File: src/rtl/matrix_scan_controller_if.sv
// Signal bundle between the LED matrix scan controller and its image selector / matrix drivers.
// The controller itself takes the slave view.
interface matrix_scan_controller_if;
    logic [2:0] state;
    logic [6:0] column_4;
    logic [6:0] column_3;
    logic [6:0] column_2;
    logic [6:0] column_1;
    logic [6:0] column_0;
    logic [2:0] selected_state;
    logic [4:0] columns;
    logic [6:0] rows;
    logic       frame_done;

    modport slave (
        input  state, column_4, column_3, column_2, column_1, column_0,
        output selected_state, columns, rows, frame_done
    );

    modport master (
        output state, column_4, column_3, column_2, column_1, column_0,
        input  selected_state, columns, rows, frame_done
    );
endinterface

File: src/rtl/matrix_scan_controller.sv
// Multiplexed 5x7 LED matrix scanner: column dwell prescaler, frame-latched image code,
// a blank cycle between columns, and a frame-counted blink for the error image.
module matrix_scan_controller #(
    parameter int SCAN_DIV     = 50000,
    parameter int BLINK_FRAMES = 25
) (
    input  logic                    clock,
    input  logic                    reset,
    matrix_scan_controller_if.slave bus
);
    localparam int PW = $clog2(SCAN_DIV);
    localparam int FW = (BLINK_FRAMES > 1) ? $clog2(BLINK_FRAMES) : 1;
    localparam logic [PW-1:0] PRE_LAST   = PW'(SCAN_DIV - 1);
    localparam logic [FW-1:0] FRM_LAST   = FW'(BLINK_FRAMES - 1);
    localparam logic [2:0]    CODE_ERROR = 3'b100;
    localparam logic [2:0]    COL_FIRST  = 3'd4;

    logic [PW-1:0] prescaler_q, prescaler_d;
    logic [2:0]    index_q, index_d;
    logic [2:0]    selected_state_q, selected_state_d;
    logic [FW-1:0] frame_cnt_q, frame_cnt_d;
    logic          blink_phase_q, blink_phase_d;
    logic          frame_done_q, frame_done_d;

    logic          pre_wrap;
    logic          frame_wrap;
    logic [6:0]    row_pat;
    logic [4:0]    columns_o;
    logic [6:0]    rows_o;

    always_comb begin
        pre_wrap         = (prescaler_q == PRE_LAST);
        frame_wrap       = pre_wrap && (index_q == 3'd0);
        prescaler_d      = pre_wrap ? '0 : prescaler_q + 1'b1;
        index_d          = index_q;
        selected_state_d = selected_state_q;
        frame_cnt_d      = frame_cnt_q;
        blink_phase_d    = blink_phase_q;
        frame_done_d     = frame_wrap;

        if (pre_wrap) begin
            index_d = (index_q == 3'd0) ? COL_FIRST : index_q - 3'd1;
        end

        if (frame_wrap) begin
            selected_state_d = bus.state;
            // The blink cadence only runs across consecutive error frames; entering or
            // leaving the error image restarts it in the visible phase.
            if ((bus.state != CODE_ERROR) || (selected_state_q != CODE_ERROR)) begin
                frame_cnt_d   = '0;
                blink_phase_d = 1'b0;
            end else if (frame_cnt_q == FRM_LAST) begin
                frame_cnt_d   = '0;
                blink_phase_d = ~blink_phase_q;
            end else begin
                frame_cnt_d   = frame_cnt_q + 1'b1;
            end
        end
    end

    always_ff @(posedge clock or posedge reset) begin
        if (reset) begin
            prescaler_q      <= '0;
            index_q          <= COL_FIRST;
            selected_state_q <= 3'b000;
            frame_cnt_q      <= '0;
            blink_phase_q    <= 1'b0;
            frame_done_q     <= 1'b0;
        end else begin
            prescaler_q      <= prescaler_d;
            index_q          <= index_d;
            selected_state_q <= selected_state_d;
            frame_cnt_q      <= frame_cnt_d;
            blink_phase_q    <= blink_phase_d;
            frame_done_q     <= frame_done_d;
        end
    end

    always_comb begin
        case (index_q)
            3'd4:    row_pat = bus.column_4;
            3'd3:    row_pat = bus.column_3;
            3'd2:    row_pat = bus.column_2;
            3'd1:    row_pat = bus.column_1;
            3'd0:    row_pat = bus.column_0;
            default: row_pat = 7'h7F;
        endcase

        // Prescaler slot 0 is kept dark so the previous column's rows never ghost into the next.
        columns_o = 5'b00000;
        rows_o    = 7'h7F;
        if (prescaler_q != '0) begin
            columns_o = 5'b00001 << index_q;
            if (!((selected_state_q == CODE_ERROR) && blink_phase_q)) begin
                rows_o = row_pat;
            end
        end
    end

    assign bus.columns        = columns_o;
    assign bus.rows           = rows_o;
    assign bus.selected_state = selected_state_q;
    assign bus.frame_done     = frame_done_q;
endmodule

File: src/flat_wrapper.sv
// flat-port wrapper written by rule: the top's interface ports become plain ports
module matrix_scan_controller_flat 
#(
    parameter int SCAN_DIV     = 50000,
    parameter int BLINK_FRAMES = 25
)
  (clock, reset, bus_state, bus_column_4, bus_column_3, bus_column_2, bus_column_1, bus_column_0, bus_selected_state, bus_columns, bus_rows, bus_frame_done);
  matrix_scan_controller_if bus_i ();
  input  logic clock;
  input  logic reset;
  input wire logic [$bits(bus_i.state)-1:0] bus_state;
  input wire logic [$bits(bus_i.column_4)-1:0] bus_column_4;
  input wire logic [$bits(bus_i.column_3)-1:0] bus_column_3;
  input wire logic [$bits(bus_i.column_2)-1:0] bus_column_2;
  input wire logic [$bits(bus_i.column_1)-1:0] bus_column_1;
  input wire logic [$bits(bus_i.column_0)-1:0] bus_column_0;
  output wire logic [$bits(bus_i.selected_state)-1:0] bus_selected_state;
  output wire logic [$bits(bus_i.columns)-1:0] bus_columns;
  output wire logic [$bits(bus_i.rows)-1:0] bus_rows;
  output wire logic [$bits(bus_i.frame_done)-1:0] bus_frame_done;
  assign bus_i.state = bus_state;
  assign bus_i.column_4 = bus_column_4;
  assign bus_i.column_3 = bus_column_3;
  assign bus_i.column_2 = bus_column_2;
  assign bus_i.column_1 = bus_column_1;
  assign bus_i.column_0 = bus_column_0;
  assign bus_selected_state = bus_i.selected_state;
  assign bus_columns = bus_i.columns;
  assign bus_rows = bus_i.rows;
  assign bus_frame_done = bus_i.frame_done;
  matrix_scan_controller #(.SCAN_DIV(SCAN_DIV), .BLINK_FRAMES(BLINK_FRAMES)) u_core (.clock(clock), .reset(reset), .bus(bus_i));
endmodule
File: config.mk
export PLATFORM = sky130hd
export DESIGN_NAME = matrix_scan_controller_flat
export DESIGN_NICKNAME = d
export VERILOG_FILES = /design/src/rtl/matrix_scan_controller_if.sv /design/src/rtl/matrix_scan_controller.sv /design/src/flat_wrapper.sv
export SDC_FILE = /design/constraint.sdc
export NUM_CORES = 1
export LEC_CHECK = 0
export CORE_ASPECT_RATIO = 2
export CORE_MARGIN = 8
export CORE_UTILIZATION = 48
export CTS_BUF_LIST = sky130_fd_sc_hd__clkbuf_8
export DETAILED_ROUTE_END_ITERATION = 16
export GPL_TIMING_DRIVEN = 0
export MAX_ROUTING_LAYER = met4
export PLACE_DENSITY_LB_ADDON = 0.12
export SYNTH_ARGS = -nofsm -noshare
export SYNTH_HDL_FRONTEND = slang
export SYNTH_SLANG_ARGS = --single-unit
File: constraint.sdc
create_clock -name clock -period 2.25 [get_ports clock]
set_input_delay 0.3375 -clock clock [delete_from_list [all_inputs] [get_ports clock]]
set_output_delay 0.3375 -clock clock [all_outputs]
set_load 0.02 [all_outputs]
==> results of run 1 <==
[worst max-delay path by stage]
stage	cells after the start	startpoint	end
after floorplan	6	u_core.index_q[2]	bus_rows[3]
after global placement	5	u_core.prescaler_q[10]	bus_rows[6]
after detailed placement	5	u_core.prescaler_q[10]	bus_rows[6]
after CTS	5	u_core.prescaler_q[11]	bus_rows[5]
after global routing	5	u_core.prescaler_q[10]	bus_rows[5]
final	5	u_core.prescaler_q[10]	bus_rows[5]
[layout make-up]
| cell class | count | area, µm² |
|---|---|---|
| Inverter | 12 | 48.8 |
| Clock inverter | 3 | 65.1 |
| Timing Repair Buffer | 62 | 603 |
| Tap cell | 51 | 63.8 |
| Sequential cell | 29 | 728 |
| Multi-Input combinational cell | 156 | 1080 |
| Buffer | 6 | 38.8 |
| Fill cell | 323 | 1070 |
| Clock buffer | 5 | 68.8 |
[cells in the mapped netlist (5+ instances only)]
cell | count | area share, %
a21oi_1 | 8 | 2.2
clkbuf_1 | 5 | 1.0
dfrtp_1 | 28 | 38
inv_1 | 10 | 2.0
mux2_2 | 6 | 3.7
mux2i_1 | 7 | 3.8
nand2_1 | 21 | 4.3
nand3_1 | 10 | 2.7
nand4_1 | 8 | 2.7
nor2_1 | 18 | 3.7
nor3_1 | 5 | 1.4
o21ai_1 | 6 | 1.6
or3_1 | 11 | 3.7
xor2_1 | 9 | 4.3
[cell usage in the layout, fill, tap and decap left out, types with 4 or more instances in the layout]
cell type	instances
buf_6	9
o21ai_1	6
mux2_2	6
or3_1	10
nand3_1	10
nor2_1	17
o21ai_0	4
mux2i_1	7
xnor2_1	4
xor2_1	9
nand2_1	20
a21oi_1	8
buf_4	11
nand4_1	8
inv_1	10
clkdlybuf4s50_1	43
ha_1	4
clkbuf_8	5
dfrtp_1	27
[per-layer routing]
metal | part of all wire (%) | wire, µm | track usage, % | vias up
met1 | 38 | 1980 | 19.6 | 838
met4 | 3.4 | 176 | 8.33 | 0
met3 | 4.0 | 207 | 4.09 | 13
met2 | 54 | 2820 | 28.3 | 39
li1 | - | - | - | 862
met5 | 0 | 0 | - | -
[power by group]
part / leakage [nW] / internal [mW] / switching [mW]
Combinational: 0.704 / 0.0843 / 0.0401
Clock: 0.0681 / 0.439 / 0.196
Sequential: 0.370 / 0.522 / 0
Total: 1.14 / 1.05 / 0.236
[worst reg2reg max path, stage by stage, from the launching register on]
cell	delay, ps
dfrtp_1	380
or4_4	570
buf_4	170
or4_1	540
buf_6	160
o31ai_2	230
o21ai_1	100
[repair_timing]
action | in CTS | in global routing
resized for setup | 80 | 11
buffers inserted | 6 | 1
pin swaps | 5 | 2
setup endpoints to repair | 12 | 15
[state kept, by name, indices dropped and copies added, names as in the netlist]
signal,cells
u_core.frame_cnt_q,5
u_core.prescaler_q,16
u_core.bus.frame_done,1
u_core.index_q,3
u_core.blink_phase_q,1
u_core.bus.selected_state,3
[stage by stage]
| stage | std cells | hold WS [ps] | setup TNS (ps) | utilization (%) |
|---|---|---|---|---|
| floorplan | 205 | 415 | 0 | - |
| global placement | 311 | 460 | -7220 | 65.1 |
| detailed placement | 311 | 489 | -7610 | 65.1 |
| CTS | 324 | 499 | -1270 | 70.5 |
| global route | 324 | 529 | -2410 | 71.6 |
| finish | 324 | 507 | -1570 | 71.6 |
[logic make-up (layout without fill, tap and decap cells)]
family,after synthesis,in the layout
adders and majority gates,4,4
AOI/OAI and AO/OA,29,29
muxes,16,16
xor gates and xnor gates,13,13
and+or+nand+nor,94,94
DFF,29,29
buffers and inverters,20,88
==> impl_metrics.ini, run 1 <==
[outcome]
outcome = finished with violations
failed_checks = negative setup slack

[yosys]
ys_ff_latch = 29
async_reset_ff_share_pct = 100
synth-warning-count = 0
synth-compound-area-share_pct = 9.75
ys.flop_type = dfrtp_1
synthCells = 205
synth-simple-area-share_pct = 28.2
synthAdderAreaFrac_pct = 2.73
seq_area_frac_synth_pct = 39.6
synth_top_family_by_area = simple AND/OR/NAND/NOR gates
yosys.cell_types.count = 44
synth_area_mm2 = 0.00184
syn-mean-instance-area_um2 = 8.95
synthXorXnorAreaFrac_pct = 6.20
synth-edff-count = 0
synth.area.mux_share_pct = 9.34
syn-num-nets = 249

[routing]
drc = 0
ant_nets = 0
drtPass1Iterations = 4
vias_per_cell = 5.41
routed_wl_um = 5180
wire_per_inst_um = 16.0
drt_iter0_drc = 45
num_vias = 1752

[grt]
grt_pass1_vias = 1750
grt_pass1_wl_um = 8100
grt_max_degree = 30
grt_use_total_pct = 17.5
antenna_found_initial = 0
grt_remaining_overflow = 0

[timing]
period_share_pct = 107
hold_viol = 0
setup_violations = 13
worst_slack_ps = -155
finClkSkew_ps = 3.00
worst_pin_slew_ps = 1050
finalMaxSlewViolations = 0
max_freq_mhz = 416
max_slew_margin_pct = 29.9
grt_setup_unrepaired = true
fin_crit_ps = 2410

[setup_path]
reg2reg_from = u_core.prescaler_q[10]
rr_endpoint = u_core.blink_phase_q
arrival_ps = 2070
cp_slowest_cell = or4_4
crit_family = simple AND/OR/NAND/NOR gates
critical_path_class = flop to output port
r2r_cells = 6
start_kind = flop
crit_fanout = 7
reg2reg_setup_slack_ps = -20
cp_cell_sequence = or4_4 -> nor4_4 -> or2_4 -> a221o_1 -> buf_6
max_stage_delay_ps = 570
end_kind = output port
crit_buf_inv = 1
crit_required_ps = 1910

[floorplanning]
die_x_um = 59.7
placementRows = 32
io_pins = 56
core_area_mm2 = 0.00376
die_h_um = 103
initial_utilization_pct = 48.8
die_area_mm2 = 0.00618

[placed_design]
pre_cts_slack_ps = -822
placedInstanceArea_mm2 = 0.00245
io_buffer_count = 55
routabilityCongestion = 0.866
dp_hpwl_um = 3930

[finish]
antenna_cells = 0
nNetsFinal = 316
syn2layout_area_growth_pct = 46.9
fin_area_mm2 = 0.00270
drive_above_1_share_pct = 20.1

[clocking]
htree_levels = 2
clkTransAtPathRegs_ps = 60
cts_buffers = 5
clkSinkCount = 29
insertion_delay_ps = 280
cts_tree = done
cts_buffer_depth = 2
cts-root-buf = clkbuf_8
holdBufCountCts = 0

[run]
maxCapViolations = 0

[power_and_ir_drop]
ir_worst_vdd_mv = 0.789
power_mw = 1.28
leakagePower_nw = 1.14
p_per_area_mw_per_mm2 = 475

[min_path]
min_from = u_core.blink_phase_q
hold_path_depth = 1
holdCritPathClass = flop to flop
min_to = u_core.blink_phase_q
No activity file was read; power rests on OpenSTA's default activity.
==> run 2: changes to the inputs <==
CORE_UTILIZATION = 40   (was 48)
==> impl_metrics.ini, run 2 (same netlist as run 1, synthesis figures left out) <==
[setup_path]
crit_fanout = 7
crit_required_ps = 1910
max_stage_delay_ps = 550
cp_cell_sequence = or4_4 -> nor4_4 -> or2_4 -> a221o_1 -> buf_6
end_kind = output port
critical_path_class = flop to output port
r2r_cells = 6
arrival_ps = 2050
start_kind = flop
cp_slowest_cell = or4_4

[finish]
drive_above_1_share_pct = 21.8
fin_area_mm2 = 0.00270
fin_util_pct = 59.8
final.fill_count = 392
syn2layout_area_growth_pct = 47.0
final_common_cell = clkdlybuf4s50_1
largest_reg_flops = 16
multi_input_area_mm2 = 0.00109
regMostFlops = u_core.prescaler_q
antenna_cells = 0
nNetsFinal = 318
layout_common_cells = 43 x clkdlybuf4s50_1, 26 x dfrtp_1, 20 x nand2_1, 17 x nor2_1, 12 x buf_4
ff_latch_area_um2 = 729
reg_top3 = u_core.prescaler_q (16), u_core.frame_cnt_q (5)

[timing]
finClkSkew_ps = 3.81
fin_crit_ps = 2380
period_share_pct = 106
hold_viol = 0
worst_slack_ps = -133
grt_setup_unrepaired = true
max_slew_margin_pct = 29.0
setup_violations = 12
finalMaxSlewViolations = 0
max_freq_mhz = 420
hold_slack_ps = 496
worst_pin_slew_ps = 1060

[routing]
drt_iter0_drc = 59
drc = 0
vias_per_cell = 5.18
routed_wl_um = 5030
num_vias = 1711
wire_per_inst_um = 15.2
drtPass1Iterations = 4
ant_nets = 0

[floorplanning]
initial_utilization_pct = 40.7
die_h_um = 112
io_pins = 56
placementRows = 35
die_area_mm2 = 0.00714
core_area_mm2 = 0.00451
die_x_um = 63.9

[power_and_ir_drop]
combPwrFrac_pct = 11.2
ir_worst_vdd_mv = 0.351
leakagePower_nw = 1.14
p_per_area_mw_per_mm2 = 412
switching_share_pct = 20.6
p_clk_share_pct = 41.8
p_seq_share_pct = 47.0
p_int_mw = 0.882
power.switching_mw = 0.228

[outcome]
failed_checks = negative setup slack
outcome = finished with violations

[min_path]
hold_path_depth = 1
holdCritPathClass = flop to flop

[clocking]
cts-root-buf = clkbuf_8
cts_tree = done
clkSinkCount = 29
insertion_delay_ps = 280
cts_buffer_depth = 2
clkTransAtPathRegs_ps = 60
holdBufCountCts = 0
htree_levels = 2
cts_buffers = 5

[grt]
grt_use_total_pct = 14.8
grt_remaining_overflow = 0
antenna_found_initial = 0
grt_pass1_vias = 1697
grt_max_degree = 30
grt_pass1_wl_um = 8280

[placed_design]
placedInstanceArea_mm2 = 0.00245
dp_hpwl_um = 3710
io_buffer_count = 55
routabilityCongestion = 0.825

[run]
maxCapViolations = 0
==> run 2: changes by cell type in the layout (fill, tap and decap cells not counted), sizes merged <==
cell / change
clkbuf: +2
clkinvlp: -1
clkinv: +1
bufinv: -2
buf: +2
==> run 2: power groups by stage <==
stage	Clock (mW)	Sequential (mW)	Combinational [mW]
2_1_floorplan	0	0.531	0.0362
3_3_place_gp	0	0.531	0.120
3_5_place_dp	0	0.531	0.121
4_1_cts	0.488	0.521	0.125
5_1_grt	0.507	0.521	0.134
6_report	0.465	0.522	0.124
==> run 2: metrics by stage <==
step	setup slack [ps]	power, mW	std cells	setup TNS (ps)
finish	-133	1.11	330	-1310
global route	-187	1.16	330	-2060
CTS	-142	1.13	329	-1440
detailed placement	-832	0.653	315	-7800
global placement	-820	0.651	315	-7650
floorplan	43.9	0.567	205	0
==> run 2: metal layers <==
metal	up-vias	global-route usage, %	share of wire [%]
li1	863	-	-
met1	816	16.5	41
met2	26	24.9	55
met3	6	3.62	2.9
met4	0	4.65	1.2
met5	-	-	0
==> run 2: critical path, delay by kind of cell (launching register included) <==
family          cells  cell delay [ps]
compound gates      1              130
flops               1              390
buf+inv             1              120
simple gates        3             1130
==> run 2: area by class of cell <==
| cell class | count | area share [%] |
|---|---|---|
| sequential | 29 | 27.0 |
| tap | 55 | 2.55 |
| multi-input combinational | 156 | 40.4 |
| buffer | 6 | 1.72 |
| inverter | 12 | 1.67 |
| clock buffer | 7 | 3.57 |
| timing repair buffer | 64 | 22.8 |
| clock inverter | 1 | 0.186 |
==> run 2: timing repair <==
item	CTS	global route
endpoints found under the setup margin	12	20
setup buffers	7	2
pin swaps	5	3
endpoints found under the hold margin	0	0
cloned	0	0
gates resized for setup	80	16
==> run 2: path summary, 6_finish.rpt <==
check | startpoint | slack [ps] | endpoint
max | u_core.prescaler_q[11] | -130 | bus_rows[5]
min | u_core.blink_phase_q | 500 | u_core.blink_phase_q
max reg2reg | u_core.prescaler_q[11] | 40 | u_core.blink_phase_q
min reg2reg | u_core.blink_phase_q | 500 | u_core.blink_phase_q
max in group asynchronous | reset | 910 | u_core.prescaler_q[9]
min in group asynchronous | reset | 630 | u_core.bus.selected_state[2]
==> run 3: changes to the inputs <==
RECOVER_POWER = 25   (was default)
==> impl_metrics.ini, run 3 (same netlist as run 1, synthesis figures left out) <==
[timing]
period_share_pct = 106
finClkSkew_ps = 4.18
tns_ps = -1310
hold_slack_ps = 495
setup_violations = 12
grt_setup_unrepaired = true
worst_pin_slew_ps = 1060
hold_viol = 0
finalMaxSlewViolations = 0
max_freq_mhz = 420
worst_slack_ps = -132
max_slew_margin_pct = 29.0
fin_crit_ps = 2380

[floorplanning]
initial_utilization_pct = 40.7
die_h_um = 112
core_area_mm2 = 0.00451
die_area_mm2 = 0.00714
placementRows = 35
die_x_um = 63.9
io_pins = 56

[min_path]
holdCritPathClass = flop to flop

[finish]
reg_top3 = u_core.prescaler_q (16), u_core.frame_cnt_q (5)
final_common_cell = clkdlybuf4s50_1
antenna_cells = 0
nNetsFinal = 318
largest_reg_flops = 16
layout_common_cells = 42 x clkdlybuf4s50_1, 26 x dfrtp_1, 20 x nand2_1, 17 x nor2_1, 11 x buf_4
regMostFlops = u_core.prescaler_q
drive_above_1_share_pct = 21.5
syn2layout_area_growth_pct = 46.8
final.fill_count = 394

[power_and_ir_drop]
power.switching_mw = 0.230
leakagePower_nw = 1.14
p_int_mw = 0.882
p_per_area_mw_per_mm2 = 413
p_clk_share_pct = 41.9
ir_worst_vdd_mv = 0.351
p_seq_share_pct = 46.9
power_mw = 1.11
combPwrFrac_pct = 11.2
switching_share_pct = 20.7

[clocking]
clkTransAtPathRegs_ps = 60
cts_tree = done
cts_buffers = 5
cts-root-buf = clkbuf_8
cts_buffer_depth = 2
insertion_delay_ps = 280
holdBufCountCts = 0
clkSinkCount = 29
htree_levels = 2

[routing]
drt_iter0_drc = 57
num_vias = 1728
drc = 0
vias_per_cell = 5.24
drtPass1Iterations = 4
routed_wl_um = 5030
wire_per_inst_um = 15.3
ant_nets = 0

[placed_design]
dp_hpwl_um = 3710
io_buffer_count = 55
routabilityCongestion = 0.825
pre_cts_slack_ps = -832

[setup_path]
arrival_ps = 2040
critical_path_class = flop to output port
start_kind = flop
crit_required_ps = 1910
end_kind = output port
crit_fanout = 7

[grt]
grt_remaining_overflow = 0
antenna_found_initial = 0
grtUsageMet1_pct = 16.5
grt_busiest_layer = met2
grt_util_met2_pct = 24.9
grt_use_total_pct = 14.8
grt_pass1_wl_um = 8280
grt_max_degree = 30
gr-usage-met3_pct = 3.62
grt_pass1_vias = 1697

[outcome]
outcome = finished with violations
failed_checks = negative setup slack

[run]
maxCapViolations = 0
run 3: changes by cell type in the layout (fill, tap and decap cells not counted), sizes merged:
cell and delta:
dlygate4sd3 +1, clkdlybuf4s50 -1, clkbuf +1, buf -1
run 3: layout make-up:
cell class                      count  area (µm²)  area share (%)
Clock inverter                      1        5.00           0.186
Inverter                           12        45.0            1.67
Timing Repair Buffer               64         612            22.7
Tap cell                           55        68.8            2.55
Clock buffer                        7        96.3            3.58
Sequential cell                    29         729            27.1
Multi-Input combinational cell    156        1090            40.5
Buffer                              6        46.3            1.72
run 3: per-layer routing:
metal	wire, µm	vias to the layer above
li1	-	864
met4	61	0
met1	2030	826
met3	154	6
met2	2790	32
met5	0	-
run 3: through the flow:
step,area (µm²),cells,utilization (%)
2_1_floorplan,1840,205,-
3_3_place_gp,2450,315,54.4
3_5_place_dp,2450,315,54.4
4_1_cts,2640,329,58.5
5_1_grt,2690,330,59.7
6_report,2690,330,59.7
run 3: repair_timing:
item,CTS,global route
pin swaps,5,3
buffers inserted,7,2
gates resized for setup,80,16
setup endpoints to repair,12,20
run 3: critical path, cell delays in order (launching register included):
cell and delay (ps):
dfrtp_1 390, or4_4 550, nor4_4 360, or2_4 220, a221o_1 130, buf_6 120
run 3: worst paths after layout:
check / startpoint / to / slack (ps) / cells after the start
setup reg to reg: u_core.prescaler_q[11] / u_core.blink_phase_q / 40 / 6
hold / removal: u_core.blink_phase_q / u_core.blink_phase_q / 490 / 1
max in group asynchronous: reset / u_core.prescaler_q[9] / 770 / 2
hold reg to reg: u_core.blink_phase_q / u_core.blink_phase_q / 490 / 1
min in group asynchronous: reset / u_core.bus.selected_state[2] / 770 / 2
setup / recovery: u_core.prescaler_q[11] / bus_rows[5] / -130 / 5
run 3: power groups by stage:
stage	clock, mW	sequential, mW	combinational [mW]
after CTS	0.488	0.521	0.125
after detailed placement	0	0.531	0.121
after global placement	0	0.531	0.120
after global routing	0.507	0.521	0.133
after floorplan	0	0.531	0.0362
final	0.466	0.522	0.124
